===== config.mk =====
export PLATFORM = sky130hd
export DESIGN_NAME = mb_updown_counter_n
export DESIGN_NICKNAME = d
export VERILOG_FILES = /design/src/rtl/mb_updown_counter_n.sv
export SDC_FILE = /design/constraint.sdc
export NUM_CORES = 1
export LEC_CHECK = 0
export CAP_MARGIN = 20
export CELL_PAD_IN_SITES_DETAIL_PLACEMENT = 1
export CELL_PAD_IN_SITES_GLOBAL_PLACEMENT = 1
export CORE_UTILIZATION = 44
export DETAILED_ROUTE_END_ITERATION = 8
export PLACE_DENSITY_LB_ADDON = 0.08
export SLEW_MARGIN = 20
export SYNTH_ARGS = -nofsm -noshare
export SYNTH_HDL_FRONTEND = slang
export SYNTH_SLANG_ARGS = --single-unit

===== constraint.sdc =====
create_clock -name CLK -period 4.9 [get_ports CLK]
set_input_delay 1.225 -clock CLK [delete_from_list [all_inputs] [get_ports CLK]]
set_output_delay 1.225 -clock CLK [all_outputs]
set_load 0.05 [all_outputs]

===== src/rtl/mb_updown_counter_n.sv =====
// N-digit presettable up/down counter, counting as one binary word or as packed BCD decades.
// CarryOut is an active-low terminal-count output and is meant to drive CE of the next stage.
module mb_updown_counter_n #(
  parameter int N_DIGITS = 4
) (
  input  logic                    CLK,
  input  logic                    RST_bar,
  input  logic [4*N_DIGITS-1:0]   J,
  input  logic                    PE,
  input  logic                    CE,
  input  logic                    UpDown_bar,
  input  logic                    BinDec,
  output logic [4*N_DIGITS-1:0]   Q,
  output logic                    CarryOut,
  output logic                    Wrapped
);

  localparam int W = 4 * N_DIGITS;
  localparam logic [W-1:0] ONE = {{(W-1){1'b0}}, 1'b1};

  logic [W-1:0] bin_next;
  logic [W-1:0] dec_next;
  logic [W-1:0] count_next;
  logic [3:0]   digit;
  logic         ripple;
  logic         all_nines;
  logic         term_up;
  logic         term_down;
  logic         terminal;
  logic         count_en;

  assign count_en = ~CE;

  assign bin_next = UpDown_bar ? (Q + ONE) : (Q - ONE);

  // Decade chain: only digit 0 sees the initial step; higher digits move on carry/borrow.
  // Digits holding 10..15 count up like 9 (wrap to 0 with carry) and count down normally.
  always_comb begin
    dec_next = Q;
    digit    = 4'd0;
    ripple   = 1'b1;
    for (int i = 0; i < N_DIGITS; i++) begin
      digit = Q[4*i +: 4];
      if (ripple) begin
        if (UpDown_bar) begin
          if (digit >= 4'd9) begin
            dec_next[4*i +: 4] = 4'd0;
          end else begin
            dec_next[4*i +: 4] = digit + 4'd1;
            ripple = 1'b0;
          end
        end else begin
          if (digit == 4'd0) begin
            dec_next[4*i +: 4] = 4'd9;
          end else begin
            dec_next[4*i +: 4] = digit - 4'd1;
            ripple = 1'b0;
          end
        end
      end
    end
  end

  always_comb begin
    all_nines = 1'b1;
    for (int i = 0; i < N_DIGITS; i++) begin
      if (Q[4*i +: 4] < 4'd9) all_nines = 1'b0;
    end
  end

  assign term_up    = BinDec ? (&Q) : all_nines;
  assign term_down  = (Q == '0);
  assign terminal   = UpDown_bar ? term_up : term_down;
  assign count_next = BinDec ? bin_next : dec_next;

  // PE deliberately does not gate CarryOut so a cascade keeps its terminal detect during preset.
  assign CarryOut = ~(count_en & terminal);

  always_ff @(posedge CLK or negedge RST_bar) begin
    if (!RST_bar) begin
      Q       <= '0;
      Wrapped <= 1'b0;
    end else if (PE) begin
      Q       <= J;
      Wrapped <= 1'b0;
    end else if (count_en) begin
      Q       <= count_next;
      Wrapped <= terminal;
    end else begin
      Wrapped <= 1'b0;
    end
  end

endmodule


==> flow_metrics.py, run 1 <==
metrics = {
    "job": {
        "cap_violations": 0,
    },
    "hold_path": {
        "hold_path.class": "reg2reg",
        "min_from": "Q[1]",
    },
    "setup_path": {
        "crit_path_end": "CarryOut",
        "r2r_start": "Q[0]",
        "worstSetupStartpoint": "BinDec",
        "critPathCaptureType": "primary output",
        "crit_top_cell": "buf_4",
        "critPathMaxStageDelay_ns": 0.51,
        "slowest_stage": "clkdlybuf4s50_1",
        "path_cells": "clkdlybuf4s50_1 > buf_4 > nor3_1 > o2111ai_1 > a21o_1 > buf_4",
        "critPathRequiredTime_ns": 3.67,
        "crit_fanout": 33,
        "critical_path_class": "in2out",
        "start_kind": "input pin",
        "r2r-end": "Q[6]",
        "ff2ff_setup_slack_ns": 2.31,
        "cp_data_arrival_time_ns": 2.85,
        "rr_worst_depth": 8,
    },
    "status": {
        "status": "finished clean",
    },
    "clock_tree": {
        "post_cts_buffers": 0,
        "htree_num_levels": 1,
        "cts_resized": 0,
        "cts_hold_buf": 0,
        "numCtsBuffers": 3,
        "clock-sinks": 17,
        "clock-root-buffer": "clkbuf_8",
        "cts.clk_slew.worst_paths_ns": 0.08,
        "insertion_delay_ns": 0.27,
        "cts_tree": "built",
        "cts.path.max_buffers": 2,
    },
    "floorplan": {
        "initial_utilization_pct": 46.7,
        "num_io_pins": 40,
        "fp.dieArea_um2": 6260,
        "fp.dieW_um": 79.1,
        "die_h_um": 79.1,
        "num_rows": 27,
        "core_um2": 5610,
    },
    "logic_synthesis": {
        "synthFlopType": "dfrtp_1",
        "ys_top_cells_by_area": "dfrtp_1 16%, ha_1 13%, a21oi_1 5.0%",
        "synth.most_common_cell": "nor2_1",
        "ys_seq_elements": 17,
        "synthCells": 348,
        "post-synth-top-area-fraction_pct": 16.3,
        "synth.avg_cell_area_um2": 7.52,
        "yosysTopAreaCell": "dfrtp_1",
        "synth_edf_count": 0,
        "synth_common_cells": "31 x nor2_1, 27 x ha_1, 27 x nand2_1",
        "async_flop_share_pct": 100,
        "yosysWarnings": 0,
        "yosys.cell_types.count": 64,
        "synth_area_um2": 2620,
        "synth_seq_area_share_pct": 16.3,
        "synth_nets": 398,
    },
    "timing": {
        "fin_skew_ns": 0.00337,
        "finalHoldViolations": 0,
        "rsz0062_at_grt": "no",
        "slew_viol_final": 0,
        "worst_slew_pin_slew_ns": 0.954,
        "finalCriticalPeriod_ns": 4.08,
        "setup_tns_ns": 0,
        "setup_viol": 0,
        "fin_crit_sh_pct": 83.2,
        "max-slew-margin-rel_pct": 36.2,
        "fmax_mhz": 245,
    },
    "final_layout": {
        "diodes": 0,
        "final_nets": 427,
        "area_growth_syn_to_layout_pct": 18.0,
        "drive_gt1_share_pct": 7.18,
    },
    "place": {
        "place.gp.congestion": 0.905,
        "io_buffer_count": 39,
        "hpwl_mm": 6.43,
    },
    "route": {
        "drc": 0,
        "vias_per_cell": 6.31,
        "drtIter0Drc": 186,
        "postRouteAntennaNets": 0,
        "routed_wirelength_mm": 8.77,
        "dr.pass1.iters": 4,
        "drt-wirelength-per-cell_um": 19.6,
        "via_count": 2828,
    },
    "grt": {
        "overflow": 0,
        "grt_pass1_wl_mm": 14.5,
        "grtUsageTotal_pct": 29.4,
        "grt_pass1_vias": 2810,
        "antenna_found_initial": 0,
        "grt_max_degree": 34,
    },
    "power_and_ir_drop": {
        "total_power_uw": 995,
        "power_per_cell_area_nw_per_um2": 322,
        "p_leak_uw": 0.00127,
        "peakVddDrop_mv": 0.188,
    },
}
## worst min path at each step
stage               cells past startpoint  endpoint  slack (ns)
finish                                  2      Q[1]        0.68
global route                            2      Q[1]        0.73
CTS                                     2      Q[1]        0.68
detailed placement                      2      Q[1]        0.66
global placement                        2      Q[1]        0.66
floorplan                               2      Q[1]        0.83
## layout make-up
class                           count  area, um^2
Timing Repair Buffer               44         425
Inverter                           19        71.3
Multi-Input combinational cell    292        2030
Tap cell                           72        90.1
Sequential cell                    17         425
Clock buffer                        4        45.0
Fill cell                         731        2520
## cells by family after synthesis
logic type	Yosys count	share of synthesized area, %
DFF	17	16.3
muxes	8	3.30
and+or+nand+nor	121	24.0
adders and majority gates	28	13.7
AOI/OAI and AO/OA	122	32.2
buffers and inverters	39	6.17
xor gates and xnor gates	13	4.35
## layout by cell type (no fill, tap or decap), types with 2 or more instances in the layout
cell type / count
a2111oi_0: 2
a211oi_1: 6
a21o_1: 8
a21oi_1: 26
a221oi_1: 2
a311oi_1: 3
a31o_2: 2
a31oi_1: 11
and3_1: 3
buf_4: 6
clkbuf_8: 3
clkdlybuf4s50_1: 38
dfrtp_1: 17
ha_1: 27
inv_1: 18
mux2_2: 4
mux2i_1: 3
nand2_1: 27
nand2b_1: 15
nand3_1: 10
nand4_1: 8
nor2_1: 31
nor3_1: 7
nor3b_1: 6
nor4_1: 3
o211ai_1: 6
o21a_1: 3
o21ai_0: 16
o21ai_1: 2
o21ai_2: 3
o221ai_1: 3
o22ai_1: 2
o311ai_0: 3
o31ai_1: 10
or3b_2: 2
xnor2_1: 9
xor2_1: 4
## registers in the layout (all words and copies together) (netlist names)
name / count
Q: 16
Wrapped: 1
## where the power goes
part           internal (uW)  total (uW)  switching, uW
sequential               163         244           80.3
clock                   58.2         120           62.0
combinational            257         631            374
total                    478         995            516
## worst max-delay path, delay by kind of cell
kind	cells	cell delay, ns
AND/OR/NAND/NOR	1	0.13
buffers and inverters	3	1.06
AO/OA/AOI/OAI	2	0.42
## stage by stage
step	cell area [um^2]	hold WS, ns	std cells	utilization (%)	setup WS, ns
floorplan	2620	0.827	348	-	1.40
global placement	3040	0.664	444	54.3	0.802
detailed placement	3040	0.663	444	54.3	0.695
CTS	3090	0.678	448	55.1	0.848
global route	3090	0.730	448	55.1	0.650
finish	3090	0.681	448	55.1	0.822
## per-layer routing
layer,GRT usage (%),wire length [um],vias to the layer above
met5,0,0,-
met4,5.45,72,0
met3,1.84,320,7
met2,50.2,4170,57
met1,40.9,4210,1407
li1,-,-,1357
Note: power is estimated with default switching activity, not from simulation.
==> run 2: changes to the inputs <==
CORE_UTILIZATION = 40   (was 44)
clock period = 4.2 ns   (was 4.9 ns; I/O delays follow)
==> run 2 against run 1 <==
Net effect:
- non-clock buffer count increased by 1
- clock power increased by 12%
- routed wire length increased by 1.9%
- clock skew decreased by 0.0013 ns
==> flow_metrics.py, run 2 (synthesis results as in run 1) <==
metrics = {
    "route": {
        "dr.pass1.iters": 4,
        "drc": 0,
        "vias_per_cell": 6.21,
        "postRouteAntennaNets": 0,
        "via_count": 2821,
        "drtIter0Drc": 101,
        "drt-wirelength-per-cell_um": 19.7,
        "routed_wirelength_mm": 8.93,
    },
    "grt": {
        "grt_pass1_vias": 2901,
        "grtUsageTotal_pct": 26.8,
        "grt_pass1_wl_mm": 14.9,
        "overflow": 0,
        "antenna_found_initial": 0,
        "grt_max_degree": 33,
    },
    "setup_path": {
        "r2r_start": "Q[0]",
        "crit_fanout": 15,
        "critPathMaxStageDelay_ns": 0.53,
        "rr_worst_depth": 8,
        "critPathRequiredTime_ns": 4.39,
        "critPathTopFamily": "compound AO/OA/AOI/OAI gates",
        "ff2ff_setup_slack_ns": 1.69,
        "critPathCaptureType": "flip-flop",
        "critical_path_class": "in2reg",
        "crit_top_cell": "a21oi_1",
        "path_cells": "clkdlybuf4s50_1 > clkinv_1 > ha_1 > a21oi_1 > o21ai_0 > a2111oi_0 > o311ai_0 > o311a_1 > a21oi_1",
        "slowest_stage": "ha_1",
        "r2r-end": "Q[6]",
        "path_buf_inv": 2,
        "cp_data_arrival_time_ns": 3.88,
        "start_kind": "input pin",
    },
    "clock_tree": {
        "numCtsBuffers": 3,
        "post_cts_buffers": 0,
        "clock-sinks": 17,
        "insertion_delay_ns": 0.26,
        "cts_tree": "built",
        "htree_num_levels": 1,
        "cts_resized": 0,
        "cts_hold_buf": 0,
        "cts.clk_slew.worst_paths_ns": 0.08,
        "clock-root-buffer": "clkbuf_8",
        "cts.path.max_buffers": 2,
    },
    "floorplan": {
        "die_h_um": 82.9,
        "fp.dieArea_um2": 6870,
        "fp.dieW_um": 82.9,
        "num_rows": 29,
        "initial_utilization_pct": 41.2,
        "num_io_pins": 40,
        "core_um2": 6350,
    },
    "timing": {
        "fmax_mhz": 271,
        "fin_crit_sh_pct": 87.8,
        "rsz0062_at_grt": "no",
        "max-slew-margin-rel_pct": 38.0,
        "finalHoldViolations": 0,
        "finalCriticalPeriod_ns": 3.69,
        "worst_slew_pin_slew_ns": 0.928,
        "slew_viol_final": 0,
        "setup_tns_ns": 0,
        "fin_skew_ns": 0.00212,
        "setup_viol": 0,
    },
    "power_and_ir_drop": {
        "power_per_cell_area_nw_per_um2": 373,
        "p_leak_uw": 0.00128,
        "total_power_uw": 1160,
        "peakVddDrop_mv": 0.228,
    },
    "hold_path": {
        "hold-path-endpoint": "Q[1]",
        "hold_path.class": "reg2reg",
        "min_from": "Q[1]",
        "whs_path_depth": 2,
    },
    "final_layout": {
        "area_growth_syn_to_layout_pct": 18.5,
        "diodes": 0,
        "n_fill_cell": 782,
        "stdcell_count": 454,
        "final_common_cell": "clkdlybuf4s50_1",
        "seqCellArea_um2": 425,
        "largest-register": "Q",
        "layout_common_cells": "38 x clkdlybuf4s50_1, 31 x nor2_1, 27 x nand2_1, 27 x ha_1, 26 x a21oi_1",
        "multi_input_area_um2": 2030,
        "drive_gt1_share_pct": 7.43,
        "reg.largest.list": "Q x16, Wrapped x1",
        "final_nets": 428,
        "largest_reg_flops": 16,
    },
    "place": {
        "place_inst": 450,
        "hpwl_mm": 6.59,
        "io_buffer_count": 39,
        "place.gp.congestion": 0.861,
    },
    "job": {
        "cap_violations": 0,
    },
    "status": {
        "status": "finished clean",
    },
}
==> run 2: cell count changes in the layout (fill, tap and decap cells not counted), sizes merged <==
cell / delta
buf: +1
==> run 2: cell type report <==
cell class | instances | share of cell area (%)
Inverter | 19 | 2.30
Timing Repair Buffer | 45 | 14.0
Sequential cell | 17 | 13.7
Multi-Input combinational cell | 292 | 65.5
Tap cell | 77 | 3.11
Clock buffer | 4 | 1.45
==> run 2: routing by layer <==
| layer | GRT usage [%] | part of all wire (%) |
|---|---|---|
| met3 | 2.68 | 3.9 |
| met1 | 35.1 | 47 |
| met2 | 46.5 | 47 |
| met4 | 7.99 | 2.0 |
| met5 | 0 | 0 |
==> run 2: how the worst max path moves through the flow <==
stage	startpoint	cells past startpoint	to	slack (ns)
after floorplan	UpDown_bar	9	Q[11]	0.90
after global placement	UpDown_bar	10	Q[14]	0.31
after detailed placement	UpDown_bar	9	Q[9]	0.19
after CTS	UpDown_bar	9	Q[9]	0.45
after global routing	UpDown_bar	9	Q[9]	0.14
final	UpDown_bar	9	Q[9]	0.51
==> run 2: metrics by stage <==
step	util, %	area (um^2)	hold slack (ns)	setup WS, ns
floorplan	-	2620	0.754	0.900
global placement	48.1	3060	0.664	0.310
detailed placement	48.1	3060	0.677	0.191
CTS	48.8	3100	0.690	0.447
global route	48.8	3100	0.720	0.138
finish	48.8	3100	0.682	0.512
==> run 2: tightest hold or removal path, delay by kind of cell, from the launching register on <==
kind | cells | cell delay [ns]
compound gates | 1 | 0.07
flops | 1 | 0.47
simple gates | 1 | 0.10
==> run 2: power by group <==
group | switching [uW] | internal (uW)
Combinational | 436 | 300
Clock | 67.0 | 67.6
Sequential | 94.1 | 191
Total | 597 | 558
==> run 3: changes to the inputs <==
GPL_TIMING_DRIVEN = 0   (was default)
SKIP_CTS_REPAIR_TIMING = 1   (was default)
==> run 3 against run 2 <==
Net effect:
- clock skew is 0.0081 ns higher
- combinational power grew 5.8%
- clock power increased by 6%
- sequential share of layout area decreased by 0.21 points
- sequential power decreased by 12%
- count of clock-buffer cells in the layout decreased by 1
- die area is the same
- critical path type unchanged
- largest cell class unchanged
- highest routed layer unchanged
==> flow_metrics.py, run 3 (synthesis results as in run 1) <==
metrics = {
    "floorplan": {
        "fp.dieArea_um2": 6870,
        "num_io_pins": 40,
        "die_h_um": 82.9,
        "core_um2": 6350,
        "fp.dieW_um": 82.9,
        "num_rows": 29,
        "initial_utilization_pct": 41.2,
    },
    "setup_path": {
        "ff2ff_setup_slack_ns": 1.52,
        "critPathCaptureType": "flip-flop",
        "path_buf_inv": 3,
        "slowest_stage": "ha_1",
        "start_kind": "input pin",
        "critPathRequiredTime_ns": 4.39,
        "critical_path_class": "in2reg",
        "crit_top_cell": "o211ai_1",
        "r2r_start": "Q[0]",
        "path_cells": "clkdlybuf4s50_1 > buf_6 > clkinvlp_4 > ha_1 > o211ai_1 > o21ai_2 > a31oi_1 > o21ai_0 > mux2_2 > o211ai_1",
        "critPathTopFamily": "buffers and inverters",
        "worstSetupStartpoint": "UpDown_bar",
        "critPathMaxStageDelay_ns": 0.52,
        "crit_fanout": 21,
        "cp_data_arrival_time_ns": 4.09,
    },
    "place": {
        "dp_slack_ns": -0.231,
        "place.gp.congestion": 0.906,
        "place_area_um2": 3090,
        "io_buffer_count": 38,
        "hpwl_mm": 6.92,
    },
    "route": {
        "dr.pass1.iters": 4,
        "drtIter0Drc": 158,
        "via_count": 2892,
        "routed_wirelength_mm": 9.06,
        "drc": 0,
        "vias_per_cell": 6.19,
        "drt-wirelength-per-cell_um": 19.4,
        "postRouteAntennaNets": 0,
    },
    "grt": {
        "grt.busiest_layer": "met2",
        "overflow": 0,
        "grtUsageMet3_pct": 2.78,
        "grt_max_degree": 22,
        "grt_pass1_wl_mm": 15.1,
        "grt.met2_usage_pct": 44.8,
        "met1_usage_pct": 37.4,
        "antenna_found_initial": 0,
        "grt_pass1_vias": 2938,
        "grtUsageTotal_pct": 27.1,
    },
    "hold_path": {
        "min_from": "Q[1]",
        "hold_path.class": "reg2reg",
    },
    "final_layout": {
        "largest_reg_flops": 16,
        "multi_input_area_um2": 2030,
        "n_fill_cell": 814,
        "final_common_cell": "clkdlybuf4s50_1",
        "final_nets": 441,
        "seqCellArea_um2": 425,
        "diodes": 0,
        "area_growth_syn_to_layout_pct": 20.3,
        "layout_common_cells": "37 x clkdlybuf4s50_1, 31 x nor2_1, 27 x nand2_1, 27 x ha_1, 26 x a21oi_1",
        "reg.largest.list": "Q x16, Wrapped x1",
        "largest-register": "Q",
        "drive_gt1_share_pct": 8.21,
        "design_area_um2": 3150,
    },
    "clock_tree": {
        "cts_tree": "built",
        "insertion_delay_ns": 0.27,
        "cts.clk_slew.worst_paths_ns": 0.09,
        "numCtsBuffers": 3,
        "cts.path.max_buffers": 2,
        "clock-sinks": 17,
        "clock-root-buffer": "clkbuf_8",
        "htree_num_levels": 1,
    },
    "timing": {
        "worst_slew_pin_slew_ns": 0.919,
        "slew_viol_final": 0,
        "max-slew-margin-rel_pct": 38.5,
        "fin_hold_ws_ns": 0.679,
        "setup_viol": 0,
        "rsz0062_at_grt": "no",
        "fmax_mhz": 256,
        "fin_crit_sh_pct": 93.0,
        "layout_setup_ws_ns": 0.296,
        "finalCriticalPeriod_ns": 3.90,
        "fin_skew_ns": 0.0102,
        "finalHoldViolations": 0,
        "setup_tns_ns": 0,
    },
    "power_and_ir_drop": {
        "p_leak_uw": 0.00130,
        "total_power_uw": 1170,
        "peakVddDrop_mv": 0.216,
        "power_per_cell_area_nw_per_um2": 373,
    },
    "status": {
        "status": "finished clean",
    },
    "job": {
        "cap_violations": 0,
    },
}
## run 3: cell types whose count changed in the layout (fill, tap and decap cells not counted)
| cell | previous run | this run |
|---|---|---|
| clkbuf_1 | 1 | 10 |
| buf_4 | 7 | 0 |
| buf_2 | 0 | 6 |
| clkbuf_2 | 0 | 2 |
| buf_1 | 0 | 1 |
| buf_6 | 0 | 1 |
| clkdlybuf4s50_1 | 38 | 37 |
| clkinv_1 | 1 | 0 |
| clkinv_2 | 0 | 1 |
| clkinvlp_4 | 0 | 1 |
| dlymetal6s2s_1 | 0 | 1 |
## run 3: tightest hold or removal path, cell delays in order, from the launching register on
cell,delay [ns]
dfrtp_1,0.48
nand2_1,0.10
a31oi_1,0.07
## run 3: path summary, 6_finish.rpt
kind                              end  cells past startpoint
worst max-delay path            Q[15]                     10
worst min-delay path             Q[1]                      2
worst max register to register   Q[6]                      8
worst min register to register   Q[1]                      2
max in group asynchronous       Q[10]                      1
min in group asynchronous        Q[4]                      1
## run 3: area by class of cell
cell class / instances / share of cell area, %
multi-input combinational: 292 / 64.5
inverter: 19 / 2.38
clock buffer: 3 / 1.31
timing repair buffer: 38 / 12.2
buffer: 20 / 2.94
sequential: 17 / 13.5
tap: 77 / 3.06
clock inverter: 1 / 0.159
## run 3: power by group
group | switching [uW] | internal, uW
registers | 59.4 | 191
logic | 473 | 307
clock network | 76.8 | 66.5
total | 609 | 564
## run 3: routing by layer
| metal | share of wire (%) | wire length (um) |
|---|---|---|
| met1 | 46 | 4210 |
| met2 | 46 | 4180 |
| met3 | 6.3 | 569 |
| met4 | 1.1 | 104 |
| met5 | 0 | 0 |
## run 3: through the flow
step           std cells  utilization (%)
6_report             467             49.6
5_1_grt              467             49.6
4_1_cts              467             49.5
3_5_place_dp         463             48.7
3_3_place_gp         463             48.7
2_1_floorplan        348                -
